**src/rtl/music_pkg.sv**
```systemverilog
// rtl/music_pkg.sv - shared types, field layout and beat helper for the note sequencer
package music_pkg;

    typedef enum logic [1:0] {
        S_IDLE,
        S_LOAD,
        S_PLAY,
        S_GAP
    } state_t;

    localparam int DIV_W   = 12;
    localparam int DUR_W   = 4;
    localparam int ENTRY_W = 16;
    localparam int BEAT_W  = 5;

    localparam int DIV_LSB = 0;
    localparam int DIV_MSB = 11;
    localparam int DUR_LSB = 12;
    localparam int DUR_MSB = 15;

    // A zero duration field encodes the longest note, 16 beats.
    function automatic logic [BEAT_W-1:0] dur_beats(input logic [DUR_W-1:0] dur);
        return (dur == '0) ? BEAT_W'(16) : BEAT_W'(dur);
    endfunction

endpackage

```
**src/rtl/note_sequencer_if.sv**
```systemverilog
// rtl/note_sequencer_if.sv - note table write port bundle
interface note_sequencer_if;
    import music_pkg::*;

    logic               wr_en;
    logic [3:0]         wr_addr;
    logic [ENTRY_W-1:0] wr_data;
    logic               wr_ready;

    modport master (output wr_en, output wr_addr, output wr_data, input wr_ready);
    modport slave  (input wr_en, input wr_addr, input wr_data, output wr_ready);

endinterface

```
**src/rtl/note_table.sv**
```systemverilog
// rtl/note_table.sv - DEPTH x 16 note register file, sync write, async read
module note_table
    import music_pkg::*;
#(
    parameter  int DEPTH = 16,
    localparam int AW    = $clog2(DEPTH)
) (
    input  logic               clk,
    input  logic               we,
    input  logic [AW-1:0]      wr_addr,
    input  logic [ENTRY_W-1:0] wr_data,
    input  logic [AW-1:0]      rd_addr,
    output logic [ENTRY_W-1:0] rd_data
);

    logic [ENTRY_W-1:0] mem [DEPTH];

    always_ff @(posedge clk) begin
        if (we) begin
            mem[wr_addr] <= wr_data;
        end
    end

    assign rd_data = mem[rd_addr];

endmodule

```
**src/rtl/note_sequencer.sv**
```systemverilog
// rtl/note_sequencer.sv - programmable melody scheduler driving the tone divider
module note_sequencer
    import music_pkg::*;
#(
    parameter  int DEPTH          = 16,
    parameter  int TICKS_PER_BEAT = 12000000,
    parameter  int GAP_TICKS      = 480000,
    localparam int IDX_W          = $clog2(DEPTH)
) (
    input  logic              clk,
    input  logic              rst,
    note_sequencer_if.slave   wr,
    input  logic [IDX_W-1:0]  length,
    input  logic              loop,
    input  logic              start,
    input  logic              stop,
    output logic [DIV_W-1:0]  divider,
    output logic              gate,
    output logic [IDX_W-1:0]  note_idx,
    output logic              busy,
    output logic              done
);

    localparam int TICK_W = $clog2(TICKS_PER_BEAT);
    localparam logic [TICK_W-1:0] TICK_LAST = TICK_W'(TICKS_PER_BEAT - 1);
    // The gap always fits inside the last beat, so it starts at this tick of that beat.
    localparam logic [TICK_W-1:0] GAP_START = TICK_W'(TICKS_PER_BEAT - GAP_TICKS - 1);

    state_t              state_q, state_d;
    logic [TICK_W-1:0]   tick_q, tick_d;
    logic [BEAT_W-1:0]   beat_q, beat_d;
    logic [IDX_W-1:0]    len_q, len_d;
    logic [IDX_W-1:0]    idx_d;
    logic [IDX_W-1:0]    rd_addr;
    logic [DUR_W-1:0]    dur_q, dur_d;
    logic [DIV_W-1:0]    div_d;
    logic                gate_d;
    logic                done_d;
    logic                load_entry;
    logic                has_next;
    logic                last_beat;
    logic                tbl_we;
    logic [ENTRY_W-1:0]  rd_data;

    assign has_next    = (note_idx != len_q);
    assign last_beat   = (beat_q == dur_beats(dur_q) - BEAT_W'(1));
    assign rd_addr     = (state_q == S_GAP && has_next) ? note_idx + IDX_W'(1) : '0;
    assign tbl_we      = wr.wr_en && (state_q == S_IDLE);
    assign wr.wr_ready = (state_q == S_IDLE);
    assign busy        = (state_q != S_IDLE);

    note_table #(
        .DEPTH (DEPTH)
    ) u_table (
        .clk     (clk),
        .we      (tbl_we),
        .wr_addr (wr.wr_addr),
        .wr_data (wr.wr_data),
        .rd_addr (rd_addr),
        .rd_data (rd_data)
    );

    always_ff @(posedge clk) begin
        if (rst) begin
            state_q  <= S_IDLE;
            tick_q   <= '0;
            beat_q   <= '0;
            len_q    <= '0;
            dur_q    <= '0;
            divider  <= '0;
            gate     <= 1'b0;
            note_idx <= '0;
            done     <= 1'b0;
        end else begin
            state_q  <= state_d;
            tick_q   <= tick_d;
            beat_q   <= beat_d;
            len_q    <= len_d;
            dur_q    <= dur_d;
            divider  <= div_d;
            gate     <= gate_d;
            note_idx <= idx_d;
            done     <= done_d;
        end
    end

    always_comb begin
        state_d    = state_q;
        tick_d     = tick_q;
        beat_d     = beat_q;
        len_d      = len_q;
        dur_d      = dur_q;
        div_d      = divider;
        gate_d     = gate;
        idx_d      = note_idx;
        done_d     = 1'b0;
        load_entry = 1'b0;

        case (state_q)
            S_IDLE: begin
                if (start && !stop) begin
                    state_d = S_LOAD;
                    len_d   = length;
                end
            end
            S_LOAD: begin
                idx_d      = '0;
                load_entry = 1'b1;
            end
            S_PLAY, S_GAP: begin
                if (tick_q == TICK_LAST) begin
                    tick_d = '0;
                    beat_d = beat_q + BEAT_W'(1);
                end else begin
                    tick_d = tick_q + TICK_W'(1);
                end
                if (state_q == S_PLAY && last_beat && tick_q == GAP_START) begin
                    state_d = S_GAP;
                    gate_d  = 1'b0;
                end else if (state_q == S_GAP && last_beat && tick_q == TICK_LAST) begin
                    if (has_next) begin
                        idx_d      = note_idx + IDX_W'(1);
                        load_entry = 1'b1;
                    end else if (loop) begin
                        idx_d      = '0;
                        load_entry = 1'b1;
                    end else begin
                        state_d = S_IDLE;
                        tick_d  = '0;
                        beat_d  = '0;
                        div_d   = '0;
                        idx_d   = '0;
                        done_d  = 1'b1;
                    end
                end
            end
            default: state_d = S_IDLE;
        endcase

        // Next entry is fetched through the async read port so no cycle is lost between notes.
        if (load_entry) begin
            state_d = S_PLAY;
            tick_d  = '0;
            beat_d  = '0;
            dur_d   = rd_data[DUR_MSB:DUR_LSB];
            div_d   = rd_data[DIV_MSB:DIV_LSB];
            gate_d  = (div_d != '0);
        end

        if (stop && state_q != S_IDLE) begin
            state_d = S_IDLE;
            tick_d  = '0;
            beat_d  = '0;
            div_d   = '0;
            gate_d  = 1'b0;
            idx_d   = '0;
            done_d  = 1'b0;
        end
    end

endmodule

```
**src/flat_wrapper.sv**
```systemverilog
// flat-port wrapper written by rule: the top's interface ports become plain ports
module note_sequencer_flat import music_pkg::*;
#(
    parameter  int DEPTH          = 16,
    parameter  int TICKS_PER_BEAT = 12000000,
    parameter  int GAP_TICKS      = 480000,
    localparam int IDX_W          = $clog2(DEPTH)
)
  (clk, rst, length, loop, start, stop, divider, gate, note_idx, busy, done, wr_wr_en, wr_wr_addr, wr_wr_data, wr_wr_ready);
  note_sequencer_if wr_i ();
  input  logic clk;
  input  logic rst;
  input  logic [IDX_W-1:0] length;
  input  logic loop;
  input  logic start;
  input  logic stop;
  output logic [DIV_W-1:0] divider;
  output logic gate;
  output logic [IDX_W-1:0] note_idx;
  output logic busy;
  output logic done;
  input wire logic [$bits(wr_i.wr_en)-1:0] wr_wr_en;
  input wire logic [$bits(wr_i.wr_addr)-1:0] wr_wr_addr;
  input wire logic [$bits(wr_i.wr_data)-1:0] wr_wr_data;
  output wire logic [$bits(wr_i.wr_ready)-1:0] wr_wr_ready;
  assign wr_i.wr_en = wr_wr_en;
  assign wr_i.wr_addr = wr_wr_addr;
  assign wr_i.wr_data = wr_wr_data;
  assign wr_wr_ready = wr_i.wr_ready;
  note_sequencer #(.DEPTH(DEPTH), .TICKS_PER_BEAT(TICKS_PER_BEAT), .GAP_TICKS(GAP_TICKS)) u_core (.clk(clk), .rst(rst), .wr(wr_i), .length(length), .loop(loop), .start(start), .stop(stop), .divider(divider), .gate(gate), .note_idx(note_idx), .busy(busy), .done(done));
endmodule
```
**config.mk**
```make
export PLATFORM = sky130hd
export DESIGN_NAME = note_sequencer_flat
export DESIGN_NICKNAME = d
export VERILOG_FILES = /design/src/rtl/music_pkg.sv /design/src/rtl/note_sequencer_if.sv /design/src/rtl/note_table.sv /design/src/rtl/note_sequencer.sv /design/src/flat_wrapper.sv
export SDC_FILE = /design/constraint.sdc
export NUM_CORES = 1
export LEC_CHECK = 0
export CAP_MARGIN = 20
export CORE_AREA = 5 5 178 180
export DETAILED_ROUTE_END_ITERATION = 10
export DIE_AREA = 0 0 183 185
export PLACE_DENSITY = 0.69
export REMOVE_ABC_BUFFERS = 1
export SLEW_MARGIN = 10
export SYNTH_ARGS = -nofsm -noshare
export SYNTH_HDL_FRONTEND = slang
export SYNTH_SLANG_ARGS = --single-unit
export TNS_END_PERCENT = 100
```
**constraint.sdc**
```tcl
create_clock -name clk -period 4.3 [get_ports clk]
set_input_delay 0.86 -clock clk [delete_from_list [all_inputs] [get_ports clk]]
set_output_delay 0.86 -clock clk [all_outputs]
set_load 0.02 [all_outputs]
```
==> Word level (Yosys, flattened, before mapping) <==
Memory sizes are Yosys's and may differ from the RTL's.
Cells that the tools add are included.
{ "op_classes": {"addsub": 4, "eq_ne": 20, "n_mux": 40, "bitwise": 2, "reduce_logical": 29} }
{ "op_table": {"columns": ["op", "count"], "rows": [
  ["24-bit 2-to-1 mux", 5],
  ["12-bit 2-to-1 mux", 6],
  ["24-bit == test, second input constant", 2],
  ["5-bit 2-to-1 mux", 6],
  ["24-bit by 1-bit adder with 24-bit output, second input constant", 1],
  ["4-bit 2-to-1 mux", 4],
  ["5-bit AND reduction", 3],
  ["2-bit 2-to-1 mux", 6],
  ["12-bit nonzero test", 1],
  ["2-bit nonzero test", 6],
  ["1-bit 2-to-1 mux", 10],
  ["2-bit by 1-bit inequality test with 1-bit output, second input constant", 5],
  ["1-bit logical AND", 8],
  ["4-bit one-hot mux with 2 select lines", 1],
  ["3-bit by 1-bit inequality test with 1-bit output, second input constant", 2],
  ["6-bit OR reduction", 1],
  ["5-bit by 1-bit adder with 5-bit output, second input constant", 1],
  ["5-bit == test", 1],
  ["5-bit by 1-bit subtractor with 5-bit output, second input constant", 1],
  ["4-bit by 1-bit adder with 4-bit output, second input constant", 1],
  ["2-bit == test, second input constant", 2],
  ["4-bit logical NOT", 1],
  ["4-bit by 1-bit inequality test with 1-bit output, second input constant", 1],
  ["4-bit by 2-bit inequality test with 1-bit output, second input constant", 1],
  ["16 further kinds", 19]
]} }
{ "word_totals": {"regBits": 57, "mem_bits_rw": 256, "out_inout_bits": 20, "mem_count": 1} }
{ "memory_table": {"columns": ["memory", "words", "word_bits", "read_ports", "rd_clocked_by_memory_dff", "wr", "line_no", "text"], "rows": [
  ["u_core.u_table.mem", 16, 16, 1, 0, 1, "note_table.sv:16", "logic [ENTRY_W-1:0] mem [DEPTH];"]
]} }

==> Logic depth before layout (Yosys ltp) <==
Gate-level depths: netlist of the first run.
{ "depth": {"word_depth": 11, "ltp_mapped": 14, "depth_no_buf": 11} }

==> Modules after synthesis <==
Synthesis of the first run repeated with hierarchy kept, for this count alone.
{ "hier_totals": {"cells_unflattened": 740, "hier_area_um2": 12567.1} }
{ "by_module_without_submodules": {"columns": ["mod", "instances", "cells_each", "area_each_um2"], "rows": [
  ["note_table", 1, 416, 9721.8],
  ["note_sequencer", 1, 324, 2845.2]
]} }

==> Worst setup path before layout of the first run <==
No wires, ideal clock.
{ "synth_timing": {"path_kind": "input port to flip-flop", "from": "input port wr_wr_addr[1]", "to": "memory u_core.u_table.mem[0][0], enable pin", "setup_ps": 409, "t_arrival_ps": 2731, "required_time_ps": 3891, "setup_slack_ps": 1160, "stages": 2, "cell_sequence": "or4b_2 > nor3_1"} }
{ "synth_rtl": {"columns": ["element", "line_no", "text"], "rows": [
  ["start: declaration", "flat_wrapper.sv:23", "input wire logic [$bits(wr_i.wr_addr)-1:0] wr_wr_addr;"],
  ["end: declaration", "note_table.sv:16", null]
]} }
No word-level cell before the write port.

==> Worst setup path in the final report of the first run <==
{ "layout_timing": {"from": "register u_core.note_idx[2]", "to": "register u_core.gate"} }
{ "layout_between": {"elab_chain_cells": 7} }
{ "layout_lines": {"columns": ["element", "line_no", "text"], "rows": [
  ["start: declaration", "note_sequencer.sv:19", "output logic [IDX_W-1:0] note_idx,"],
  ["start signal: assignment", "note_sequencer.sv:82", "note_idx <= idx_d;"],
  ["branches (longest 7 deep; another with memory 16 x 16 bit)", null, null],
  ["end signal: assignment", "note_sequencer.sv:81", "gate <= gate_d;"],
  ["end: declaration", "note_sequencer.sv:18", "output logic gate,"]
]} }
Several ways; the timed one is not identified.
A chain may end at the register's enable or synchronous reset.

==> flow_metrics.py, run 1 <==
metrics = {
    "die": {
        "die_area_um2": 33900,
        "die_h_um": 185,
        "start_util": 0.438,
        "io_pins": 50,
        "die_x_um": 183,
        "core.rowCount": 64,
        "core_um2": 30000,
    },
    "detailed_routing": {
        "vias": 8767,
        "drc": 0,
        "drt-initial-drc-count": 894,
        "routed_wl_um": 33100,
        "detail_route.wl_per_cell_um": 22.0,
        "postRouteAntennaNets": 0,
        "vias_per_cell": 5.84,
        "drt_first_pass_iters": 5,
    },
    "cts": {
        "cts_sinks": 313,
        "cts_resized": 0,
        "cts_tree": "built",
        "cts_buffers": 34,
        "h-tree-depth": 2,
        "clk_pin_slew_ns": 0.06,
        "root_buffer": "clkbuf_16",
        "cts_hold_buffers": 0,
        "cts.path.max_buffers": 3,
        "clk_latency_ns": 0.52,
        "cts_setup_buffers": 0,
    },
    "critical_path": {
        "crit_slowest_cell": "nor4_2",
        "reg2reg_slack_ns": 0.84,
        "timing.critical_path.from": "u_core.note_idx[2]",
        "max_stage_delay_ns": 0.63,
        "crit_chain": "xor2_2, nor4_2, nor2_4, buf_4, nand2_1, nand3_1, a41oi_1, nand3b_1, a2111oi_0, a221oi_2",
        "r2r_start": "u_core.note_idx[2]",
        "cp-end-kind": "flop",
        "crit_type": "reg2reg",
        "r2r_cells": 10,
        "critPathLaunchType": "flop",
        "arrival_ns": 3.82,
        "critPathMaxFanout": 15,
        "r2r_end": "u_core.gate",
        "crit_required_ns": 4.67,
    },
    "sta": {
        "finClkSkew_ns": 0.0158,
        "maxSlewHeadroom": 0.428,
        "rsz0062_at_grt": "false",
        "finalCriticalPeriod_ns": 3.46,
        "worst_slew_pin_slew_ns": 0.852,
        "hold_viol_final": 0,
        "fmax_mhz": 289,
        "slew_violations": 0,
        "finalSetupViolCount": 0,
        "tns_ns": 0,
        "finalCritPeriodShare": 0.804,
    },
    "run_status": {
        "status": "finished, final reports clean",
    },
    "synthesis": {
        "syn_inst": 1010,
        "synth_top_family_by_area": "simple AND/OR/NAND/NOR gates",
        "synth_area_um2": 13200,
        "ys_seq_area_frac": 0.671,
        "synth-compound-area-share": 0.108,
        "yosysTopAreaCell": "edfxtp_1",
        "synth-simple-area-share": 0.134,
        "synth_fa_ha_area_frac": 0.00475,
        "synth_cell_types": 78,
        "synth_most_common_cell": "edfxtp_1",
        "ys_warn_count": 0,
        "syn_area_per_cell_um2": 13.0,
        "ys.flop_type": "edfxtp_1",
        "synth-edff-count": 256,
        "yosys-mux-area-fraction": 0.0272,
        "ys_top_cells_by_count": "edfxtp_1, nand2_1, nor2_1",
        "synth-seq-cells": 313,
        "async_reset_ff_frac": 0,
        "synthXorXnorAreaFrac": 0.0296,
        "synth_top_cell_area_share": 0.584,
        "synthTopCellsByArea": "edfxtp_1, dfxtp_1, nand2_1, nor2_1, a21oi_1",
    },
    "placed_design": {
        "globalplace.congestion": 0.864,
        "dp_hpwl_um": 21100,
        "io_buffer_count": 49,
    },
    "hold_path": {
        "worstHoldStart": "u_core.divider[6]",
        "worstHoldPathCells": 2,
        "hold_end": "u_core.divider[6]",
        "hold_class": "reg2reg",
    },
    "cells_and_area": {
        "final_nets": 1114,
        "syn_to_final_growth_pct": 16.4,
        "diodes": 0,
        "layout-drive-gt1-share": 0.112,
    },
    "global_routing": {
        "grt_remaining_overflow": 0,
        "grt_pass1_vias": 8687,
        "grt_pass1_wl_um": 50500,
        "grt_max_degree": 43,
        "grt_util_all_layers": 0.193,
        "antenna_found_initial": 0,
    },
    "power_and_ir_drop": {
        "power_density_nw_per_um2": 449,
        "design_power_total_mw": 6.88,
        "leakagePower_nw": 5.00,
        "max-vdd-ir-drop_uv": 281,
    },
    "flow_run": {
        "max-cap-violations": 0,
    },
}
==> worst max-delay path by stage <==
stage                       end
floorplan           u_core.gate
global placement    u_core.gate
detailed placement  u_core.gate
CTS                 u_core.gate
global route        u_core.gate
finish              u_core.gate
==> layer usage <==
layer	global-route usage	wire, um	vias up
li1	-	-	4001
met1	0.268	13900	4277
met2	0.307	15200	412
met3	0.0422	3010	77
met4	0.0602	889	0
met5	0	0	-
==> cells by family (layout without fill, tap and decap cells) <==
logic type                 count (synthesis)  in the layout
xor gates and xnor gates                  42             42
muxes                                     30             30
AOI/OAI and AO/OA                        206            206
DFF                                      313            313
buffers and inverters                     67            162
and+or+nand+nor                          347            347
adders and majority gates                  5              5
==> cell usage in the layout (no fill, tap or decap), types with 4 or more instances in the layout <==
cell type        netlist  final
a21oi_1               54     54
a221oi_1               5      5
nand3_1               51     51
mux2i_1               20     20
ha_1                   5      5
clkdlybuf4s50_1        0     49
a31oi_1               13     13
bufinv_16              0      4
clkinv_1               0      4
buf_4                  3     38
nand4_1               15     15
and2_1                 6      6
nand2b_1              24     24
nand2_1               85     85
o221ai_1               4      4
xor2_1                22     21
o211ai_1              14     14
clkbuf_1              29     11
nor3_2                 2      6
nor3_1                10      6
a32oi_1                5      5
and3_1                16     16
xnor2_1               17     17
a211oi_1              18     18
dfxtp_1               57     56
o21ai_0               20     20
mux2_2                 5      5
nor2_1                85     85
mux4_2                 4      4
nand3b_1              16     16
inv_1                 12     12
o22ai_1               30     30
clkbuf_16              0     34
nor2b_1                6      6
edfxtp_1             256    256
a22oi_1                9      9
==> state kept, by name, indices dropped and copies added (netlist names) <==
register            cells
u_core.divider         12
u_core.done             1
u_core.beat_q           5
u_core.state_q          2
u_core.tick_q          24
u_core.dur_q            4
u_core.len_q            4
u_core.note_idx         4
u_core.u_table.mem    256
u_core.gate             1
==> report_power, final <==
| group | switching [mW] | total [mW] | internal [mW] |
|---|---|---|---|
| clock | 1.16 | 2.91 | 1.75 |
| sequential | 0.0350 | 3.39 | 3.35 |
| combinational | 0.388 | 0.585 | 0.197 |
==> worst max-delay path, delay by kind of cell, from the launching register on <==
| kind | cells | cell delay, ns |
|---|---|---|
| AND/OR/NAND/NOR | 5 | 1.17 |
| AO/OA/AOI/OAI | 3 | 1.06 |
| flip-flops | 1 | 0.60 |
| buffers and inverters | 1 | 0.26 |
| XOR/XNOR | 1 | 0.20 |
==> layout make-up <==
cell class	count	area [um^2]
clock inverters	15	191
well taps	396	495
fillers	2536	14700
clock buffers	47	920
inverters	12	45.0
multi-input cells	630	4060
flip-flops and latches	313	8830
repair buffers	88	796
==> metrics by stage <==
stage	std cells	util	setup slack [ns]	instance area, um^2	hold WS [ns]
global route	1501	0.511	0.643	15300	0.498
finish	1501	0.511	0.844	15300	0.473
CTS	1501	0.511	0.889	15300	0.476
floorplan	955	-	-1.10	12900	0.472
detailed placement	1439	0.474	0.912	14200	0.468
global placement	1439	0.474	1.03	14200	0.474
No activity file was read; power rests on OpenSTA's default activity.
==> inputs of run 2 (changes only) <==
- clock period: 4.3 -> 3.58 ns (I/O delays scaled with it)
==> run 2 against run 1 <==
- maximum frequency rose by 3.1%
- cell area rose by 0.56%
- sequential power increased by 20%
- register-to-register slack lost 0.62 ns
- critical endpoint unchanged
==> flow_metrics.py, run 2 (synthesis gave the netlist of run 1 again) <==
metrics = {
    "global_routing": {
        "grt_max_degree": 37,
        "grt_pass1_vias": 8552,
        "antenna_found_initial": 0,
        "grt_remaining_overflow": 0,
        "grt_pass1_wl_um": 50900,
        "grt_util_all_layers": 0.195,
    },
    "cts": {
        "root_buffer": "clkbuf_16",
        "clk_latency_ns": 0.52,
        "cts_resized": 0,
        "clk_pin_slew_ns": 0.06,
        "h-tree-depth": 2,
        "cts.path.max_buffers": 3,
        "cts_buffers": 34,
        "cts_sinks": 313,
        "cts_tree": "built",
    },
    "cells_and_area": {
        "top_register": "u_core.u_table.mem",
        "syn_to_final_growth_pct": 17.1,
        "largest_reg_flops": 256,
        "final_common_cell": "edfxtp_1",
        "fill_cells": 2564,
        "layout-drive-gt1-share": 0.125,
        "diodes": 0,
        "largestRegisters": "u_core.u_table.mem: 256 flops, u_core.tick_q: 24 flops, u_core.divider: 12 flops",
        "final_nets": 1136,
        "final_cell_mix": "edfxtp_1, nand2_1, nor2_1, buf_4, dfxtp_1",
        "utilization": 0.513,
    },
    "detailed_routing": {
        "routed_wl_um": 33700,
        "drt-initial-drc-count": 1074,
        "drt_first_pass_iters": 5,
        "postRouteAntennaNets": 0,
        "drc": 0,
        "vias": 8951,
        "vias_per_cell": 5.88,
        "detail_route.wl_per_cell_um": 22.2,
    },
    "die": {
        "core.rowCount": 64,
        "die_area_um2": 33900,
        "start_util": 0.438,
        "die_x_um": 183,
        "die_h_um": 185,
        "core_um2": 30000,
        "io_pins": 50,
    },
    "sta": {
        "tns_ns": 0,
        "slew_violations": 0,
        "maxSlewHeadroom": 0.433,
        "hold_viol_final": 0,
        "finalCriticalPeriod_ns": 3.35,
        "fmax_mhz": 298,
        "finalSetupViolCount": 0,
        "rsz0062_at_grt": "false",
        "finalCritPeriodShare": 0.936,
        "finClkSkew_ns": 0.0154,
        "worst_slew_pin_slew_ns": 0.851,
    },
    "critical_path": {
        "max_stage_delay_ns": 0.48,
        "arrival_ns": 3.77,
        "cp-end-kind": "flop",
        "crit_chain": "ha_1, xor2_2, nand2_1, nor2_4, buf_4, buf_4, nand2_1, a32o_1, a2111oi_1, buf_4, nor4_2, a221oi_2",
        "crit_family": "compound AO/OA/AOI/OAI gates",
        "crit_slowest_cell": "dfxtp_1",
        "crit_top_cell": "buf_4",
        "cp_num_buf_inv": 3,
        "crit_type": "reg2reg",
        "critPathMaxFanout": 15,
        "critPathLaunchType": "flop",
        "crit_required_ns": 4.00,
    },
    "power_and_ir_drop": {
        "max-vdd-ir-drop_uv": 286,
        "design_power_total_mw": 8.03,
        "power_density_nw_per_um2": 521,
        "leakagePower_nw": 5.08,
    },
    "hold_path": {
        "hold_class": "reg2reg",
    },
    "placed_design": {
        "io_buffer_count": 49,
        "globalplace.congestion": 0.874,
        "dp_hpwl_um": 22000,
    },
    "run_status": {
        "status": "finished, final reports clean",
    },
    "flow_run": {
        "max-cap-violations": 0,
    },
}
-- run 2: where the power goes --
| group | internal [mW] | total (mW) | leakage (nW) | switching (mW) |
|---|---|---|---|---|
| Clock | 1.88 | 3.24 | 0.492 | 1.37 |
| Sequential | 4.03 | 4.07 | 2.77 | 0.0420 |
| Combinational | 0.250 | 0.723 | 1.81 | 0.472 |
-- run 2: layout make-up --
class                   count  area, um^2  area share
clock buffers              45         913      0.0592
clock inverters            15         118     0.00763
flip-flops and latches    313        8830       0.573
inverters                  12        45.0     0.00292
well taps                 396         495      0.0321
multi-input cells         630        4060       0.263
repair buffers            110         961      0.0623
-- run 2: metrics by stage --
stage | instance area, um^2 | worst slack [ns] | hold WS [ns] | instances
2_1_floorplan | 12900 | -1.82 | 0.472 | 955
3_3_place_gp | 14400 | 0.323 | 0.474 | 1458
3_5_place_dp | 14400 | 0.234 | 0.474 | 1458
4_1_cts | 15400 | 0.248 | 0.483 | 1518
5_1_grt | 15400 | 0.0621 | 0.507 | 1521
6_report | 15400 | 0.229 | 0.485 | 1521
-- run 2: timing repair --
item,CTS,global route
hold buffers,0,0
endpoints found under the setup margin,0,1
setup buffers,0,3
-- run 2: final timing paths --
| kind | start | to | slack, ns | depth (start not counted) |
|---|---|---|---|---|
| hold / removal | u_core.divider[10] | u_core.divider[10] | 0.48 | 2 |
| setup / recovery | u_core.note_idx[1] | u_core.gate | 0.23 | 12 |
| hold reg to reg | u_core.divider[10] | u_core.divider[10] | 0.48 | 2 |
| setup reg to reg | u_core.note_idx[1] | u_core.gate | 0.23 | 12 |
-- run 2: worst reg2reg max path, stage by stage, from the launching register on --
cell and delay [ns]:
dfxtp_1 0.48, ha_1 0.33, xor2_2 0.18, nand2_1 0.12, nor2_4 0.44, buf_4 0.23, buf_4 0.17, nand2_1 0.06
a32o_1 0.27, a2111oi_1 0.45, buf_4 0.24, nor4_2 0.05, a221oi_2 0.25
-- run 2: per-layer routing --
metal	wire, um	up-vias	global-route usage
li1	-	4038	-
met1	14000	4409	0.282
met2	15700	456	0.311
met3	3250	48	0.0312
met4	669	0	0.0492
met5	0	-	0
==> inputs of run 3 (changes only) <==
- PLACE_DENSITY: 0.69 -> 0.71
- clock period: 3.58 -> 2.7 ns (I/O delays scaled with it)
==> run 3 against run 2 <==
- the run now ends with negative setup slack left
- routed wire length up 4.4%
- clock skew about the same
- clock power up 34%
- core utilization up 3.4 points
- sequential power up 32%
- hold slack worse by 0.018 ns
- critical endpoint unchanged
- highest routed layer unchanged
- critical path depth down 2
- global-route usage up 1.1 points
- register-to-register slack worse by 0.39 ns
==> flow_metrics.py, run 3 (synthesis gave the netlist of run 1 again) <==
metrics = {
    "run_status": {
        "status": "finished with violations",
        "failed_checks": "negative setup slack",
    },
    "global_routing": {
        "grt_max_degree": 25,
        "grt_pass1_wl_um": 53900,
        "grt_remaining_overflow": 0,
        "antenna_found_initial": 1,
        "grt_util_all_layers": 0.206,
        "grt_pass1_vias": 9345,
    },
    "detailed_routing": {
        "routed_wl_um": 35200,
        "vias": 9293,
        "detail_route.wl_per_cell_um": 22.1,
        "drt-initial-drc-count": 990,
        "vias_per_cell": 5.83,
        "drt_first_pass_iters": 6,
        "drc": 0,
        "postRouteAntennaNets": 0,
    },
    "die": {
        "core.rowCount": 64,
        "die_h_um": 185,
        "die_area_um2": 33900,
        "core_um2": 30000,
        "start_util": 0.438,
        "io_pins": 50,
        "die_x_um": 183,
    },
    "cts": {
        "cts_hold_buffers": 0,
        "clk_pin_slew_ns": 0.06,
        "cts_tree": "built",
        "h-tree-depth": 2,
        "cts_buffers": 34,
        "root_buffer": "clkbuf_16",
        "cts.path.max_buffers": 3,
        "cts_sinks": 313,
        "clk_latency_ns": 0.52,
    },
    "sta": {
        "finClkSkew_ns": 0.0153,
        "worst_slew_pin_slew_ns": 0.647,
        "hold_viol_final": 0,
        "worst_slack_ns": -0.160,
        "finalCriticalPeriod_ns": 2.86,
        "maxSlewHeadroom": 0.568,
        "timing.hold.ws_ns": 0.467,
        "rsz0062_at_grt": "true",
        "fmax_mhz": 350,
        "finalSetupViolCount": 12,
        "finalCritPeriodShare": 1.06,
        "slew_violations": 0,
    },
    "cells_and_area": {
        "largest_reg_flops": 256,
        "top_register": "u_core.u_table.mem",
        "final_nets": 1207,
        "syn_to_final_growth_pct": 24.8,
        "final_area_um2": 16400,
        "final_common_cell": "edfxtp_1",
        "largestRegisters": "u_core.u_table.mem: 256 flops, u_core.tick_q: 24 flops, u_core.divider: 12 flops",
        "final_cell_mix": "edfxtp_1, buf_4, nand2_1, nor2_1, a21oi_1",
        "layout-drive-gt1-share": 0.213,
    },
    "power_and_ir_drop": {
        "leakagePower_nw": 5.53,
        "p_sw_frac": 0.241,
        "pwr-share-comb": 0.099,
        "power_density_nw_per_um2": 657,
        "p_int_mw": 8.20,
        "max-vdd-ir-drop_uv": 487,
        "power_switching_mw": 2.60,
        "pwr-share-seq": 0.500,
        "pwr-share-clk": 0.401,
    },
    "critical_path": {
        "critPathLaunchType": "flop",
        "critPathMaxFanout": 6,
        "arrival_ns": 3.24,
        "crit_family": "compound AO/OA/AOI/OAI gates",
        "cp-end-kind": "flop",
        "reg2reg_slack_ns": -0.16,
        "crit_type": "reg2reg",
        "max_stage_delay_ns": 0.57,
        "cp_num_buf_inv": 1,
        "r2r_cells": 10,
        "crit_chain": "xor2_4, o41ai_4, buf_4, a31oi_1, a21oi_1, a311oi_1, a22o_1, or4_4, nor4_4, a221oi_2",
        "r2r_end": "u_core.gate",
        "crit_slowest_cell": "or4_4",
        "crit_required_ns": 3.08,
        "cp.depth": 10,
        "r2r_start": "u_core.len_q[2]",
    },
    "hold_path": {
        "worstHoldStart": "u_core.divider[1]",
        "hold_end": "u_core.divider[1]",
        "hold_class": "reg2reg",
        "worstHoldPathCells": 2,
    },
    "placed_design": {
        "io_buffer_count": 49,
        "globalplace.congestion": 0.933,
        "dp_hpwl_um": 23200,
        "placed_cell_area_um2": 15100,
    },
    "flow_run": {
        "max-cap-violations": 0,
    },
}
run 3: worst register-to-register path: stages (launching register included):
cell and delay [ns]:
dfxtp_4 0.37, xor2_4 0.20, o41ai_4 0.51, buf_4 0.24, a31oi_1 0.05, a21oi_1 0.14
a311oi_1 0.07, a22o_1 0.31, or4_4 0.57, nor4_4 0.18, a221oi_2 0.09
run 3: power groups by stage:
stage / combinational (mW) / clock (mW) / sequential (mW)
3_5_place_dp: 1.03 / 0 / 5.49
2_1_floorplan: 0.439 / 0 / 5.54
6_report: 1.07 / 4.34 / 5.39
5_1_grt: 1.15 / 4.60 / 5.40
3_3_place_gp: 1.01 / 0 / 5.49
4_1_cts: 1.05 / 4.40 / 5.39
run 3: worst max-delay path by stage:
stage	slack [ns]	start	end
after floorplan	-2.70	u_core.note_idx[0]	u_core.gate
after global placement	-0.28	u_core.note_idx[1]	u_core.gate
after detailed placement	-0.29	u_core.note_idx[1]	u_core.gate
after CTS	-0.18	u_core.len_q[1]	u_core.gate
after global routing	-0.24	u_core.len_q[2]	u_core.gate
final	-0.16	u_core.len_q[2]	u_core.gate
run 3: metrics by stage:
step	setup TNS, ns	cells	setup slack, ns	util	total power, mW
floorplan	-121.06	955	-2.70	-	5.98
global placement	-0.940	1528	-0.280	0.503	6.51
detailed placement	-1.18	1528	-0.295	0.503	6.53
CTS	-0.305	1591	-0.176	0.542	10.8
global route	-6.39	1594	-0.240	0.547	11.2
finish	-0.410	1594	-0.160	0.547	10.8
run 3: cell type report:
class	instances	area, um^2
fillers	2433	13600
flip-flops and latches	313	8850
multi-input cells	630	4280
repair buffers	181	1720
clock buffers	42	891
well taps	396	495
clock inverters	19	139
inverters	12	45.0
diodes	1	2.50
run 3: per-layer routing:
metal | vias up | GRT usage | routed length (um)
met5 | - | 0 | 0
met4 | 0 | 0.0670 | 1080
met3 | 81 | 0.0408 | 3090
met2 | 456 | 0.330 | 16400
met1 | 4568 | 0.284 | 14600
li1 | 4188 | - | -
run 3: timing repair:
item / 4_1_cts / 5_1_grt
pin swaps: 4 / 7
gates resized for setup: 27 / 28
setup buffers: 2 / 2
endpoints found under the setup margin: 36 / 46
